===== config.mk =====
export PLATFORM = sky130hd
export DESIGN_NAME = reg_read_forward_flat
export DESIGN_NICKNAME = d
export VERILOG_FILES = /design/src/rtl/reg_read_forward_pkg.sv /design/src/rtl/reg_read_forward_if.sv /design/src/rtl/reg_read_forward_port.sv /design/src/rtl/reg_read_forward.sv /design/src/flat_wrapper.sv
export SDC_FILE = /design/constraint.sdc
export NUM_CORES = 1
export LEC_CHECK = 0
export ABC_AREA = 0
export CELL_PAD_IN_SITES_DETAIL_PLACEMENT = 0
export CELL_PAD_IN_SITES_GLOBAL_PLACEMENT = 1
export CORE_MARGIN = 2
export CORE_UTILIZATION = 29
export CTS_CLUSTER_DIAMETER = 80
export DETAILED_ROUTE_END_ITERATION = 10
export PLACE_DENSITY_LB_ADDON = 0.1
export SYNTH_ARGS = -nofsm -noshare
export SYNTH_HDL_FRONTEND = slang
export SYNTH_HIERARCHICAL = 1
export SYNTH_SLANG_ARGS = --single-unit

===== constraint.sdc =====
create_clock -name clk -period 4.2 [get_ports clk]
set_input_delay 0.84 -clock clk [delete_from_list [all_inputs] [get_ports clk]]
set_output_delay 0.84 -clock clk [all_outputs]
set_load 0.01 [all_outputs]

===== src/rtl/reg_read_forward_pkg.sv =====
// -----------------------------------------------------------------------------
// reg_read_forward_pkg
// Shared definitions for the operand-read / forwarding unit:
//   REG_ADDR_BUS, DATA_BUS : default register address and data widths
//   ZERO_REG               : index of the hardwired-zero register
//   fwd_src_e              : operand source selected by each read port
// -----------------------------------------------------------------------------
package reg_read_forward_pkg;

    localparam int REG_ADDR_BUS = 5;
    localparam int DATA_BUS     = 32;
    localparam int ZERO_REG     = 0;

    // Sources in descending forwarding priority.
    typedef enum logic [2:0] {
        FWD_SRC_EX  = 3'd0,
        FWD_SRC_MEM = 3'd1,
        FWD_SRC_LD  = 3'd2,
        FWD_SRC_WB  = 3'd3,
        FWD_SRC_RF  = 3'd4
    } fwd_src_e;

endpackage


===== src/rtl/reg_read_forward_if.sv =====
// -----------------------------------------------------------------------------
// reg_read_forward_if
// Bundles every pipeline-facing signal of reg_read_forward.
//   master : the pipeline side (drives reads, results, load events; sees
//            forwarded operands, stall requests, status and counter)
//   slave  : the forwarding unit
// Read-port vectors are flattened; port i occupies [i*W +: W].
// -----------------------------------------------------------------------------
interface reg_read_forward_if
    import reg_read_forward_pkg::*;
#(
    parameter int READ_PORTS = 2,
    parameter int DATA_WIDTH = DATA_BUS,
    parameter int ADDR_WIDTH = REG_ADDR_BUS
);
    // Read ports
    logic [READ_PORTS-1:0]            read_en;
    logic [READ_PORTS*ADDR_WIDTH-1:0] read_addr;
    logic [READ_PORTS*DATA_WIDTH-1:0] data_from_reg;
    // EX-stage result
    logic                             ex_write_en;
    logic [ADDR_WIDTH-1:0]            ex_write_addr;
    logic [DATA_WIDTH-1:0]            ex_data;
    logic                             ex_load_flag;
    // MEM-stage result
    logic                             mem_write_en;
    logic [ADDR_WIDTH-1:0]            mem_write_addr;
    logic [DATA_WIDTH-1:0]            mem_data;
    logic                             mem_load_flag;
    // Load issue / completion
    logic                             ld_issue_valid;
    logic [ADDR_WIDTH-1:0]            ld_issue_addr;
    logic                             ld_done_valid;
    logic [ADDR_WIDTH-1:0]            ld_done_addr;
    logic [DATA_WIDTH-1:0]            ld_done_data;
    // Non-load write-back
    logic                             wb_write_en;
    logic [ADDR_WIDTH-1:0]            wb_write_addr;
    logic [DATA_WIDTH-1:0]            wb_data;
    // Results
    logic [READ_PORTS*DATA_WIDTH-1:0] read_data;
    logic [READ_PORTS-1:0]            load_related;
    logic                             ld_full;
    logic                             err_overflow;
    logic                             err_unexpected;
    logic [31:0]                      stall_cycles;

    modport master (
        output read_en, read_addr, data_from_reg,
        output ex_write_en, ex_write_addr, ex_data, ex_load_flag,
        output mem_write_en, mem_write_addr, mem_data, mem_load_flag,
        output ld_issue_valid, ld_issue_addr,
        output ld_done_valid, ld_done_addr, ld_done_data,
        output wb_write_en, wb_write_addr, wb_data,
        input  read_data, load_related, ld_full,
        input  err_overflow, err_unexpected, stall_cycles
    );

    modport slave (
        input  read_en, read_addr, data_from_reg,
        input  ex_write_en, ex_write_addr, ex_data, ex_load_flag,
        input  mem_write_en, mem_write_addr, mem_data, mem_load_flag,
        input  ld_issue_valid, ld_issue_addr,
        input  ld_done_valid, ld_done_addr, ld_done_data,
        input  wb_write_en, wb_write_addr, wb_data,
        output read_data, load_related, ld_full,
        output err_overflow, err_unexpected, stall_cycles
    );

endinterface


===== src/rtl/reg_read_forward_port.sv =====
// -----------------------------------------------------------------------------
// reg_read_forward_port
// Single read port: operand source selection and load-use hazard detection.
// Purely combinational.
//   read_en/read_addr/data_from_reg : the port's request and regfile data
//   ex_* / mem_* / ld_done_* / wb_* : forwarding sources
//   pending                         : scoreboard bit for read_addr
//   read_data, load_related         : forwarded operand and stall request
// Optional feature macro: REG_READ_FWD_WB_BYPASS_EN (WB joins forwarding).
// -----------------------------------------------------------------------------
module reg_read_forward_port
    import reg_read_forward_pkg::*;
#(
    parameter int DATA_WIDTH = DATA_BUS,
    parameter int ADDR_WIDTH = REG_ADDR_BUS
) (
    input  logic                  read_en,
    input  logic [ADDR_WIDTH-1:0] read_addr,
    input  logic [DATA_WIDTH-1:0] data_from_reg,
    input  logic                  ex_write_en,
    input  logic [ADDR_WIDTH-1:0] ex_write_addr,
    input  logic [DATA_WIDTH-1:0] ex_data,
    input  logic                  ex_load_flag,
    input  logic                  mem_write_en,
    input  logic [ADDR_WIDTH-1:0] mem_write_addr,
    input  logic [DATA_WIDTH-1:0] mem_data,
    input  logic                  mem_load_flag,
    input  logic                  ld_done_valid,
    input  logic [ADDR_WIDTH-1:0] ld_done_addr,
    input  logic [DATA_WIDTH-1:0] ld_done_data,
    input  logic                  wb_write_en,
    input  logic [ADDR_WIDTH-1:0] wb_write_addr,
    input  logic [DATA_WIDTH-1:0] wb_data,
    input  logic                  pending,
    output logic [DATA_WIDTH-1:0] read_data,
    output logic                  load_related
);

    logic     active;
    logic     ex_hit;
    logic     mem_hit;
    logic     ld_hit;
    fwd_src_e src;

    assign active  = read_en && (read_addr != ADDR_WIDTH'(ZERO_REG));
    assign ex_hit  = ex_write_en   && (ex_write_addr  == read_addr);
    assign mem_hit = mem_write_en  && (mem_write_addr == read_addr);
    assign ld_hit  = ld_done_valid && (ld_done_addr   == read_addr);

`ifdef REG_READ_FWD_WB_BYPASS_EN
    logic wb_hit;
    assign wb_hit = wb_write_en && (wb_write_addr == read_addr);
`else
    // Regfile is write-before-read in this build, so WB is never consulted.
    logic unused_wb;
    assign unused_wb = ^{wb_write_en, wb_write_addr, wb_data};
`endif

    always_comb begin
        // NOTE: every always_comb output gets a default first so no path
        // leaves it unassigned, which would otherwise infer a latch.
        src = FWD_SRC_RF;
        if (ex_hit)       src = FWD_SRC_EX;
        else if (mem_hit) src = FWD_SRC_MEM;
        else if (ld_hit)  src = FWD_SRC_LD;
`ifdef REG_READ_FWD_WB_BYPASS_EN
        else if (wb_hit)  src = FWD_SRC_WB;
`endif
    end

    always_comb begin
        read_data = '0;
        if (active) begin
            case (src)
                FWD_SRC_EX:  read_data = ex_data;
                FWD_SRC_MEM: read_data = mem_data;
                FWD_SRC_LD:  read_data = ld_done_data;
`ifdef REG_READ_FWD_WB_BYPASS_EN
                FWD_SRC_WB:  read_data = wb_data;
`endif
                default:     read_data = data_from_reg;
            endcase
        end
    end

    // A same-cycle completion satisfies an outstanding load, so the pending
    // bit only stalls when no matching ld_done is present.
    assign load_related = active &&
                          ((ex_load_flag && ex_hit) ||
                           (mem_load_flag && mem_hit) ||
                           (pending && !ld_hit));

endmodule


===== src/rtl/reg_read_forward.sv =====
// -----------------------------------------------------------------------------
// reg_read_forward
// ID-stage operand read and forwarding unit with a load scoreboard.
//   clk  : clock
//   rst  : synchronous, active-high reset
//   bus  : reg_read_forward_if.slave carrying read ports, EX/MEM/WB results,
//          load issue/done events, forwarded operands, per-port stall
//          requests, ld_full, sticky error flags and the stall counter.
// One reg_read_forward_port per read port; the scoreboard (pending bits +
// outstanding count) and the stall counter live here.
// Optional feature macro: REG_READ_FWD_WB_BYPASS_EN (WB joins forwarding).
// -----------------------------------------------------------------------------
module reg_read_forward
    import reg_read_forward_pkg::*;
#(
    parameter int READ_PORTS = 2,
    parameter int DATA_WIDTH = DATA_BUS,
    parameter int ADDR_WIDTH = REG_ADDR_BUS,
    parameter int SB_DEPTH   = 4
) (
    input  logic                  clk,
    input  logic                  rst,
    reg_read_forward_if.slave     bus
);

    localparam int NUM_REGS = 1 << ADDR_WIDTH;
    localparam int CNT_W    = $clog2(SB_DEPTH + 1);

    logic [NUM_REGS-1:0] pending_q, pending_d;
    logic [CNT_W-1:0]    count_q, count_d;
    logic                err_overflow_q, err_overflow_d;
    logic                err_unexpected_q, err_unexpected_d;
    logic [31:0]         stall_q, stall_d;

    logic [READ_PORTS-1:0][DATA_WIDTH-1:0] port_data;
    logic [READ_PORTS-1:0]                 port_stall;

    // ------------------------------------------------------------------
    // Read ports
    // ------------------------------------------------------------------
    for (genvar i = 0; i < READ_PORTS; i++) begin : g_port
        reg_read_forward_port #(
            .DATA_WIDTH (DATA_WIDTH),
            .ADDR_WIDTH (ADDR_WIDTH)
        ) u_port (
            .read_en        (bus.read_en[i]),
            .read_addr      (bus.read_addr[i*ADDR_WIDTH +: ADDR_WIDTH]),
            .data_from_reg  (bus.data_from_reg[i*DATA_WIDTH +: DATA_WIDTH]),
            .ex_write_en    (bus.ex_write_en),
            .ex_write_addr  (bus.ex_write_addr),
            .ex_data        (bus.ex_data),
            .ex_load_flag   (bus.ex_load_flag),
            .mem_write_en   (bus.mem_write_en),
            .mem_write_addr (bus.mem_write_addr),
            .mem_data       (bus.mem_data),
            .mem_load_flag  (bus.mem_load_flag),
            .ld_done_valid  (bus.ld_done_valid),
            .ld_done_addr   (bus.ld_done_addr),
            .ld_done_data   (bus.ld_done_data),
            .wb_write_en    (bus.wb_write_en),
            .wb_write_addr  (bus.wb_write_addr),
            .wb_data        (bus.wb_data),
            .pending        (pending_q[bus.read_addr[i*ADDR_WIDTH +: ADDR_WIDTH]]),
            .read_data      (port_data[i]),
            .load_related   (port_stall[i])
        );
    end

    assign bus.read_data    = port_data;
    assign bus.load_related = port_stall;

    // ------------------------------------------------------------------
    // Scoreboard next state
    // ------------------------------------------------------------------
    logic full;
    logic issue_nz;
    logic issue_ok;
    logic done_hit;

    assign full     = (count_q == CNT_W'(SB_DEPTH));
    assign issue_nz = bus.ld_issue_valid && (bus.ld_issue_addr != ADDR_WIDTH'(ZERO_REG));
    assign issue_ok = issue_nz && !full;
    assign done_hit = bus.ld_done_valid && pending_q[bus.ld_done_addr];

    always_comb begin
        pending_d = pending_q;
        // Clear before set: a same-address issue and done leaves the bit set,
        // since the younger load now owns the register.
        if (done_hit) pending_d[bus.ld_done_addr]  = 1'b0;
        if (issue_ok) pending_d[bus.ld_issue_addr] = 1'b1;

        case ({issue_ok, done_hit})
            2'b10:   count_d = count_q + CNT_W'(1);
            2'b01:   count_d = count_q - CNT_W'(1);
            default: count_d = count_q;
        endcase

        err_overflow_d   = err_overflow_q   || (issue_nz && full);
        err_unexpected_d = err_unexpected_q ||
                           (bus.ld_done_valid && !pending_q[bus.ld_done_addr]);

        stall_d = stall_q;
        if ((|port_stall) && (stall_q != '1)) stall_d = stall_q + 32'd1;
    end

    always_ff @(posedge clk) begin
        // NOTE: sequential state uses non-blocking assignments so every flop
        // samples the pre-edge value regardless of statement order.
        if (rst) begin
            pending_q        <= '0;
            count_q          <= '0;
            err_overflow_q   <= 1'b0;
            err_unexpected_q <= 1'b0;
            stall_q          <= '0;
        end else begin
            pending_q        <= pending_d;
            count_q          <= count_d;
            err_overflow_q   <= err_overflow_d;
            err_unexpected_q <= err_unexpected_d;
            stall_q          <= stall_d;
        end
    end

    assign bus.ld_full        = full;
    assign bus.err_overflow   = err_overflow_q;
    assign bus.err_unexpected = err_unexpected_q;
    assign bus.stall_cycles   = stall_q;

endmodule


===== src/flat_wrapper.sv =====
// flat-port wrapper written by rule: the top's interface ports become plain ports
module reg_read_forward_flat import reg_read_forward_pkg::*;
#(
    parameter int READ_PORTS = 2,
    parameter int DATA_WIDTH = DATA_BUS,
    parameter int ADDR_WIDTH = REG_ADDR_BUS,
    parameter int SB_DEPTH   = 4
)
  (clk, rst, bus_read_en, bus_read_addr, bus_data_from_reg, bus_ex_write_en, bus_ex_write_addr, bus_ex_data, bus_ex_load_flag, bus_mem_write_en, bus_mem_write_addr, bus_mem_data, bus_mem_load_flag, bus_ld_issue_valid, bus_ld_issue_addr, bus_ld_done_valid, bus_ld_done_addr, bus_ld_done_data, bus_wb_write_en, bus_wb_write_addr, bus_wb_data, bus_read_data, bus_load_related, bus_ld_full, bus_err_overflow, bus_err_unexpected, bus_stall_cycles);
  reg_read_forward_if #(.READ_PORTS(READ_PORTS), .DATA_WIDTH(DATA_WIDTH), .ADDR_WIDTH(ADDR_WIDTH)) bus_i ();
  input  logic clk;
  input  logic rst;
  input wire logic [$bits(bus_i.read_en)-1:0] bus_read_en;
  input wire logic [$bits(bus_i.read_addr)-1:0] bus_read_addr;
  input wire logic [$bits(bus_i.data_from_reg)-1:0] bus_data_from_reg;
  input wire logic [$bits(bus_i.ex_write_en)-1:0] bus_ex_write_en;
  input wire logic [$bits(bus_i.ex_write_addr)-1:0] bus_ex_write_addr;
  input wire logic [$bits(bus_i.ex_data)-1:0] bus_ex_data;
  input wire logic [$bits(bus_i.ex_load_flag)-1:0] bus_ex_load_flag;
  input wire logic [$bits(bus_i.mem_write_en)-1:0] bus_mem_write_en;
  input wire logic [$bits(bus_i.mem_write_addr)-1:0] bus_mem_write_addr;
  input wire logic [$bits(bus_i.mem_data)-1:0] bus_mem_data;
  input wire logic [$bits(bus_i.mem_load_flag)-1:0] bus_mem_load_flag;
  input wire logic [$bits(bus_i.ld_issue_valid)-1:0] bus_ld_issue_valid;
  input wire logic [$bits(bus_i.ld_issue_addr)-1:0] bus_ld_issue_addr;
  input wire logic [$bits(bus_i.ld_done_valid)-1:0] bus_ld_done_valid;
  input wire logic [$bits(bus_i.ld_done_addr)-1:0] bus_ld_done_addr;
  input wire logic [$bits(bus_i.ld_done_data)-1:0] bus_ld_done_data;
  input wire logic [$bits(bus_i.wb_write_en)-1:0] bus_wb_write_en;
  input wire logic [$bits(bus_i.wb_write_addr)-1:0] bus_wb_write_addr;
  input wire logic [$bits(bus_i.wb_data)-1:0] bus_wb_data;
  output wire logic [$bits(bus_i.read_data)-1:0] bus_read_data;
  output wire logic [$bits(bus_i.load_related)-1:0] bus_load_related;
  output wire logic [$bits(bus_i.ld_full)-1:0] bus_ld_full;
  output wire logic [$bits(bus_i.err_overflow)-1:0] bus_err_overflow;
  output wire logic [$bits(bus_i.err_unexpected)-1:0] bus_err_unexpected;
  output wire logic [$bits(bus_i.stall_cycles)-1:0] bus_stall_cycles;
  assign bus_i.read_en = bus_read_en;
  assign bus_i.read_addr = bus_read_addr;
  assign bus_i.data_from_reg = bus_data_from_reg;
  assign bus_i.ex_write_en = bus_ex_write_en;
  assign bus_i.ex_write_addr = bus_ex_write_addr;
  assign bus_i.ex_data = bus_ex_data;
  assign bus_i.ex_load_flag = bus_ex_load_flag;
  assign bus_i.mem_write_en = bus_mem_write_en;
  assign bus_i.mem_write_addr = bus_mem_write_addr;
  assign bus_i.mem_data = bus_mem_data;
  assign bus_i.mem_load_flag = bus_mem_load_flag;
  assign bus_i.ld_issue_valid = bus_ld_issue_valid;
  assign bus_i.ld_issue_addr = bus_ld_issue_addr;
  assign bus_i.ld_done_valid = bus_ld_done_valid;
  assign bus_i.ld_done_addr = bus_ld_done_addr;
  assign bus_i.ld_done_data = bus_ld_done_data;
  assign bus_i.wb_write_en = bus_wb_write_en;
  assign bus_i.wb_write_addr = bus_wb_write_addr;
  assign bus_i.wb_data = bus_wb_data;
  assign bus_read_data = bus_i.read_data;
  assign bus_load_related = bus_i.load_related;
  assign bus_ld_full = bus_i.ld_full;
  assign bus_err_overflow = bus_i.err_overflow;
  assign bus_err_unexpected = bus_i.err_unexpected;
  assign bus_stall_cycles = bus_i.stall_cycles;
  reg_read_forward #(.READ_PORTS(READ_PORTS), .DATA_WIDTH(DATA_WIDTH), .ADDR_WIDTH(ADDR_WIDTH), .SB_DEPTH(SB_DEPTH)) u_core (.clk(clk), .rst(rst), .bus(bus_i));
endmodule

==> results.toml, run 1 <==
[detailed_routing]
wl_per_cell_um = 21.5
vias_per_cell = 5.32
drc = 0
first_pass_iters = 4
vias = 7894
routed_wl_mm = 31.9
final_antenna_net_count = 0
drt_iter0_markers = 576

[hold_path]
worstHoldStart = "u_core/bus.err_overflow$_SDFF_PP0_"
whs_path_depth = 2
hold_class = "reg -> reg"
worstHoldEndpoint = "u_core/bus.err_overflow$_SDFF_PP0_"

[power]
peakVddDrop_mv = 0.214
power_density_nw_per_um2 = 184
total_power_mw = 2.08
p_leak_nw = 4.34

[timing]
final.period_utilization_pct = 97.4
worst_slew_pin_slew_ns = 1.15
finClkSkew_ns = 0.00753
hold_viol = 0
timing.fmax_mhz = 245
min_period_ns = 4.09
slew_violations = 0
relSlewSlack_pct = 22.9
setup_viol = 0
setup_ws_ns = 0.110

[yosys]
synthArstFlopShare_pct = 0
yosysSeqAreaShare_pct = 20.5
yosys_warnings = 6
syn-instance-count = 808
syn-cell-area_um2 = 6750
synth-compound-area-share_pct = 33.0
synth_top_family_by_area = "compound AO/OA/AOI/OAI gates"
syn_nets = 1049
ys_ff_latch = 69
synth_edf_count = 0
synthXorXnorAreaFrac_pct = 7.13
synth.area.top_cells = "dfxtp_1 20%, a221oi_2 13%, o221ai_1 8.3%, mux4_2 7.3%, nand2_1 5.2%"
synth-simple-area-share_pct = 19.1
avgSynthCellArea_um2 = 8.36
yosys.area_share.adder_pct = 0.667
ys.flop_type = "dfxtp_1"
yosys.area.top_type = "dfxtp_1"
netlist.area_leader.share_pct = 20.5
synthDistinctLibCells = 60
synthMuxAreaShare_pct = 9.60

[place]
gp_congestion = 0.840
port_buffers = 300
place_ws_ns = -0.470
placed_area_um2 = 10800
hpwl_mm = 24.0
dpl.cell_count = 1447

[critical_path]
crit-reg2reg-launch = "u_core/pending_q[31]$_SDFF_PP0_"
crit_path_end_kind = "primary output"
r2r_slack_ns = 0.91
crit_fanout = 6
path_class = "in -> out"
cp-start-kind = "primary input"
reg2regPathDepth = 12
r2r-end = "u_core/bus.stall_cycles[29]$_SDFFE_PP0P_"
worstPathRequired_ns = 3.36
cp.arrival_ns = 3.25

[clocking]
cts_tree = "yes"
clk_latency_ns = 0.33
cts_buffers = 9
cts_max_level = 3
clk_pin_slew_ns = 0.05
cts_sinks = 69
ctsLongestPathBuffers = 2
clock-root-buffer = "clkbuf_16"

[run]
cap_viol_max_count = 0

[layout]
layout-drive-gt1-share_pct = 20.7
layoutNonFillerInstCount = 1483
area_delta_synth_final_pct = 67.6
nNetsFinal = 1405
seq_area_um2 = 1380
utilization_pct = 49.7
n_fill_cell = 2224
multi_input_area_um2 = 4810
final_area_um2 = 11300

[floorplan]
fp.dieArea_um2 = 24500
die_h_um = 157
core-area_um2 = 22800
die_x_um = 157
pin_count = 339
initial_core_util_pct = 29.6
row_count = 55

[global_route]
grt_pass1_vias = 8018
overflow = 0
grt_pass1_wl_mm = 48.0
grt.total_usage_pct = 25.2
grt_max_degree = 51
grt_antenna_before_repair = 2

[outcome]
status = "finished, final reports clean"
metrics by stage:
step | setup TNS (ns) | hold slack [ns]
2_1_floorplan | 0 | 0.445
3_3_place_gp | -22.25 | 0.461
3_5_place_dp | -22.44 | 0.469
4_1_cts | -0.0440 | 0.480
5_1_grt | -0.0108 | 0.513
6_report | 0 | 0.474
registers in the layout (all words and copies together) (netlist names):
signal	flops
u_core/pending_q	32
u_core/bus.err_overflow	1
u_core/bus.stall_cycles	32
u_core/bus.err_unexpected	1
u_core/count_q	3
cell usage after synthesis (all sizes together) (6+ instances only):
cell,n
o21ai,33
or3,10
o41ai,7
clkbuf,31
inv,78
and4,6
a221oi,64
and2,7
mux4,22
dfxtp,69
and3,9
o22ai,6
nand2,94
xor2,30
buf,36
mux2i,13
nand3,23
nor4,6
nor2,62
nor3,11
o221ai,64
nand4,11
a21oi,20
nand2b,9
a211oi,7
xnor2,25
o311ai,15
how the worst max path moves through the flow:
stage / startpoint / end / slack [ns]
floorplan: bus_read_addr[5] / u_core/bus.stall_cycles[23]$_SDFFE_PP0P_ / 0.39
global placement: bus_read_addr[0] / bus_load_related[0] / -0.47
detailed placement: bus_read_addr[0] / bus_load_related[0] / -0.47
CTS: bus_read_addr[0] / bus_load_related[0] / -0.04
global route: bus_read_addr[6] / bus_read_data[43] / -0.01
finish: bus_ex_write_addr[2] / bus_read_data[36] / 0.11
repair_timing:
action / 4_1_cts / 5_1_grt
resized for setup: 94 / 16
setup buffers: 15 / 0
cloned: 4 / 0
pin swaps: 9 / 3
hold buffers: 0 / 0
setup endpoints to repair: 66 / 25
worst max-delay path: stages:
cell and delay (ns):
clkdlybuf4s50_1 0.47, xor2_1 0.20, nor4_2 0.27, buf_4 0.16
nand3_2 0.14, and3_4 0.26, buf_4 0.15, buf_4 0.17
a221oi_2 0.28, dlygate4sd2_1 0.30
per-layer routing:
layer	GRT usage, %	up-vias	wire (um)
li1	-	3803	-
met1	31.8	3772	13800
met2	43.2	274	15400
met3	4.18	45	1810
met4	9.52	0	919
met5	0	-	0
layout make-up:
class | instances | share of cell area (%)
Multi-Input combinational cell | 595 | 42.5
Timing Repair Buffer | 411 | 36.8
Sequential cell | 69 | 12.2
Tap cell | 313 | 3.46
Inverter | 78 | 2.59
Clock buffer | 11 | 2.15
Clock inverter | 4 | 0.221
Antenna cell | 2 | 0.0442
where the power goes:
group / switching, mW / leakage, nW / internal [mW] / total [mW]
Clock: 0.281 / 0.127 / 0.410 / 0.691
Combinational: 0.321 / 3.66 / 0.395 / 0.716
Sequential: 0.00859 / 0.557 / 0.662 / 0.671
Total: 0.611 / 4.34 / 1.47 / 2.08
layout by cell type, fill, tap and decap left out, types with 5 or more instances in the layout:
master             n
nand2_1           93
clkbuf_16          9
o21ai_1           14
dfxtp_1           69
o21ai_0           17
xnor2_1           25
o311ai_1          15
or3_1             10
a221oi_2          59
xor2_1            30
inv_1             77
buf_4             76
buf_12            27
nand4_1           11
nor2_1            62
and3_1             6
o41ai_1            7
a21oi_1           20
nand3_1           21
buf_6              5
mux4_2            22
and4_1             6
mux2i_1           13
and2_1             7
nand2b_1           9
o221ai_1          61
dlygate4sd2_1     69
clkdlybuf4s50_1  222
nor3_1            11
o22ai_1            6
cells by family (layout without fill, tap and decap cells):
logic type | Yosys count | count (layout)
AND/OR/NAND/NOR | 265 | 266
AO/OA/AOI/OAI | 234 | 234
buffers and inverters | 145 | 504
flip-flops | 69 | 69
XOR/XNOR | 55 | 55
multiplexers | 37 | 37
adder cells (fa/ha/maj) | 3 | 3
other | 0 | 2
(Power assumes the default switching activity.)
==> run 2, diff against run 1 <==
Settings changed: CORE_AREA set to 2 2 132 134, CORE_MARGIN 2 to not set, CORE_UTILIZATION 29 to not set, DIE_AREA set to 0 0 134 136, DONT_BUFFER_PORTS set to 1.
==> results.toml, run 2 (synthesis gave the netlist of run 1 again) <==
[clocking]
clk_latency_ns = 0.34
cts_resized = 0
clk_pin_slew_ns = 0.06
ctsLongestPathBuffers = 2
clock-root-buffer = "clkbuf_16"
cts_tree = "yes"
cts_max_level = 3
cts_setup_buffers = 0
cts_buffers = 9
holdBufCountCts = 0
cts_sinks = 69

[power]
p_clk_share_pct = 43.2
seq_power_share_pct = 37.8
swShare_pct = 28.8
p_leak_nw = 2.45
peakVddDrop_mv = 0.198
internal_power_mw = 1.26
power.share.combinational_pct = 19.0
p_sw_mw = 0.510
power_density_nw_per_um2 = 244

[detailed_routing]
drc = 0
drt_iter0_markers = 520
final_antenna_net_count = 0
first_pass_iters = 5
routed_wl_mm = 25.6
vias_per_cell = 6.62
vias = 6726
wl_per_cell_um = 25.2

[layout]
layout_commonest_cell = "nand2_1"
layout-drive-gt1-share_pct = 19.5
area_delta_synth_final_pct = 7.49
n_fill_cell = 1732
nNetsFinal = 1027
final_cell_mix = "93 x nand2_1, 77 x inv_1, 69 x dfxtp_1"
diodes = 0

[place]
gp_congestion = 0.829
port_buffers = 0
place_ws_ns = 0.197
hpwl_mm = 19.1

[floorplan]
core-area_um2 = 16900
pin_count = 339
initial_core_util_pct = 40.0
die_x_um = 134
die_h_um = 136
row_count = 48
fp.dieArea_um2 = 18200

[run]
cap_viol_max_count = 0

[critical_path]
worstPathRequired_ns = 3.36
crit_family = "simple AND/OR/NAND/NOR gates"
path_class = "in -> out"
crit_path_end_kind = "primary output"
cp.arrival_ns = 2.96
cp-start-kind = "primary input"
critical_path_buf_inv_count = 1
cpMaxStageDelayCell = "and3_2"
slowest_delay_ns = 0.59
crit_chain = "xor2_1 -> nor4_1 -> nand3_1 -> and3_2 -> a221oi_1 -> buf_4"
crit_fanout = 32

[timing]
setup_ws_ns = 0.400
worst_slew_pin_slew_ns = 1.18
relSlewSlack_pct = 20.4
final.period_utilization_pct = 90.5
slew_violations = 0
hold_viol = 0
finalSetupTns_ns = 0
min_period_ns = 3.80
timing.fmax_mhz = 263
setup_viol = 0
finClkSkew_ns = 0.00806
rsz0062_at_grt = "false"

[global_route]
grt_max_degree = 52
grt_antenna_before_repair = 0
grt_pass1_vias = 6585
overflow = 0
grt.total_usage_pct = 26.4
grt_pass1_wl_mm = 38.0

[hold_path]
hold_class = "reg -> reg"

[outcome]
status = "finished, final reports clean"
[run 2: cell type report]
class                   count  area [um2]  area share (%)
inverters                  78         293            4.03
clock buffers               9         225            3.10
clock inverters             7        73.8            1.02
multi-input cells         594        4720            65.1
repair buffers             34         280            3.86
flip-flops and latches     69        1380            19.0
well taps                 225         282            3.88
[run 2: stage by stage]
step / hold WS [ns] / utilization (%) / cells / instance area, um2 / power, mW
floorplan: 0.445 / - / 808 / 6750 / 0.960
global placement: 0.456 / 41.2 / 1000 / 6960 / 1.01
detailed placement: 0.476 / 41.2 / 1000 / 6960 / 1.02
CTS: 0.484 / 43.0 / 1016 / 7260 / 1.79
global route: 0.508 / 43.0 / 1016 / 7260 / 1.84
finish: 0.487 / 43.0 / 1016 / 7260 / 1.77
[run 2: power groups by stage]
stage	Sequential (mW)	Clock, mW	Combinational [mW]
global route	0.671	0.807	0.357
detailed placement	0.685	0	0.335
finish	0.671	0.767	0.337
global placement	0.684	0	0.327
CTS	0.670	0.779	0.335
floorplan	0.682	0	0.278
[run 2: worst paths after layout]
kind / start / end / slack [ns] / cells after the start
min: u_core/count_q[2]$_SDFFE_PP0P_ / u_core/count_q[2]$_SDFFE_PP0P_ / 0.49 / 2
max: bus_read_addr[4] / bus_read_data[31] / 0.40 / 6
max reg2reg: u_core/pending_q[11]$_SDFF_PP0_ / u_core/bus.stall_cycles[17]$_SDFFE_PP0P_ / 0.73 / 10
min reg2reg: u_core/count_q[2]$_SDFFE_PP0P_ / u_core/count_q[2]$_SDFFE_PP0P_ / 0.49 / 2
[run 2: routing by layer]
| metal | global-route usage [%] | wire length, um |
|---|---|---|
| met5 | 0 | 0 |
| met1 | 31.3 | 10000 |
| met3 | 6.04 | 2110 |
| met4 | 11.6 | 1100 |
| met2 | 45.5 | 12300 |
[run 2: tightest hold or removal path, stage by stage, from the launching register on]
cell	delay, ns
dfxtp_1	0.31
o21ai_0	0.07
a21oi_1	0.06
==> run 3, diff against run 2 <==
Clock period 4.2 ns to 3.6 ns, I/O delays scaled along.
==> results.toml, run 3 (synthesis gave the netlist of run 1 again) <==
[timing]
slew_violations = 0
hold_viol = 0
finalSetupTns_ns = 0
relSlewSlack_pct = 55.1
setup_viol = 0
timing.fmax_mhz = 294
worst_slew_pin_slew_ns = 0.673
setup_ws_ns = 0.199
rsz0062_at_grt = "false"
finClkSkew_ns = 0.00408
min_period_ns = 3.40
final.period_utilization_pct = 94.5

[clocking]
cts_buffers = 9
cts_tree = "yes"
cts_sinks = 69
clk_pin_slew_ns = 0.06
clk_latency_ns = 0.34
cts_resized = 0
ctsLongestPathBuffers = 2
clock-root-buffer = "clkbuf_16"
holdBufCountCts = 0
cts_setup_buffers = 0
cts_max_level = 3

[layout]
layout_commonest_cell = "nand2_1"
n_fill_cell = 1683
area_delta_synth_final_pct = 10.0
seq_area_um2 = 1380
nNetsFinal = 1039
utilization_pct = 44.0
layout-drive-gt1-share_pct = 20.8
final_cell_mix = "93 x nand2_1, 77 x inv_1, 69 x dfxtp_1"
multi_input_area_um2 = 4720

[critical_path]
crit_fanout = 18
crit_path_end_kind = "primary output"
cp.arrival_ns = 2.68
cp-start-kind = "primary input"
reg2regPathDepth = 11
path_class = "in -> out"
crit-reg2reg-launch = "u_core/pending_q[11]$_SDFF_PP0_"
r2r-end = "u_core/bus.stall_cycles[17]$_SDFFE_PP0P_"
r2r_slack_ns = 0.54
worstPathRequired_ns = 2.88

[global_route]
grt_pass1_vias = 6529
overflow = 0
grt.total_usage_pct = 26.3
grt_pass1_wl_mm = 37.8
grt_max_degree = 52
grt_antenna_before_repair = 1

[detailed_routing]
drt_iter0_markers = 505
first_pass_iters = 5
vias_per_cell = 6.57
drc = 0
vias = 6760
wl_per_cell_um = 24.6
routed_wl_mm = 25.3
final_antenna_net_count = 0

[power]
total_power_mw = 2.09
power_density_nw_per_um2 = 281
p_clk_share_pct = 43.3
p_sw_mw = 0.607
p_leak_nw = 2.53
power.share.combinational_pct = 19.3
seq_power_share_pct = 37.5
peakVddDrop_mv = 0.212
internal_power_mw = 1.48
swShare_pct = 29.1

[floorplan]
initial_core_util_pct = 40.0
fp.dieArea_um2 = 18200
pin_count = 339
row_count = 48
die_h_um = 136
core-area_um2 = 16900
die_x_um = 134

[place]
hpwl_mm = 18.8
gp_congestion = 0.857
place_ws_ns = 0.164
port_buffers = 0

[hold_path]
worstHoldEndpoint = "u_core/count_q[2]$_SDFFE_PP0P_"
hold_class = "in -> reg"
whs_path_depth = 1
worstHoldStart = "rst"

[outcome]
status = "finished, final reports clean"

[run]
cap_viol_max_count = 0
run 3: cell types whose count changed in the layout (fill, tap and decap cells not counted), sizes merged:
cell   previous run  this run
buf              34        46
diode             0         1
run 3: worst max-delay path by stage:
stage	start	end	slack [ns]	cells past startpoint
floorplan	bus_read_addr[5]	u_core/bus.stall_cycles[23]$_SDFFE_PP0P_	0.01	12
global placement	bus_read_addr[5]	u_core/bus.stall_cycles[23]$_SDFFE_PP0P_	0.20	11
detailed placement	bus_read_addr[4]	bus_read_data[21]	0.16	7
CTS	bus_read_addr[4]	bus_read_data[21]	0.16	7
global route	bus_read_addr[4]	bus_read_data[21]	0.06	7
finish	bus_read_addr[4]	bus_read_data[14]	0.20	7
run 3: metal layers:
| metal | global-route usage (%) | routed length [um] |
|---|---|---|
| met1 | 32.5 | 9800 |
| met2 | 43.2 | 12300 |
| met3 | 7.20 | 2440 |
| met4 | 10.6 | 756 |
| met5 | 0 | 0 |
run 3: power by group through the flow:
stage               clock network [mW]  registers, mW  logic, mW
CTS                              0.922          0.782      0.399
finish                           0.904          0.782      0.402
floorplan                            0          0.795      0.325
detailed placement                   0          0.799      0.398
global placement                     0          0.798      0.392
global route                     0.947          0.783      0.429
run 3: critical path, stage by stage:
cell      delay [ns]
xor2_1          0.14
nor4_1          0.54
nand3_1         0.18
and3_2          0.33
buf_4           0.27
a221oi_2        0.31
buf_4           0.19
run 3: layout make-up:
type | instances | share of cell area, %
repair buffers | 46 | 6.00
well taps | 225 | 3.79
flip-flops and latches | 69 | 18.6
clock buffers | 9 | 3.03
diodes | 1 | 0.0337
inverters | 78 | 3.94
clock inverters | 7 | 0.994
multi-input cells | 594 | 63.6
run 3: metrics by stage:
stage          hold slack, ns  instances  cell area [um2]
6_report                0.447       1029             7430
5_1_grt                 0.437       1029             7430
4_1_cts                 0.433       1028             7420
3_5_place_dp            0.472       1012             7130
3_3_place_gp            0.454       1012             7130
2_1_floorplan           0.445        808             6760
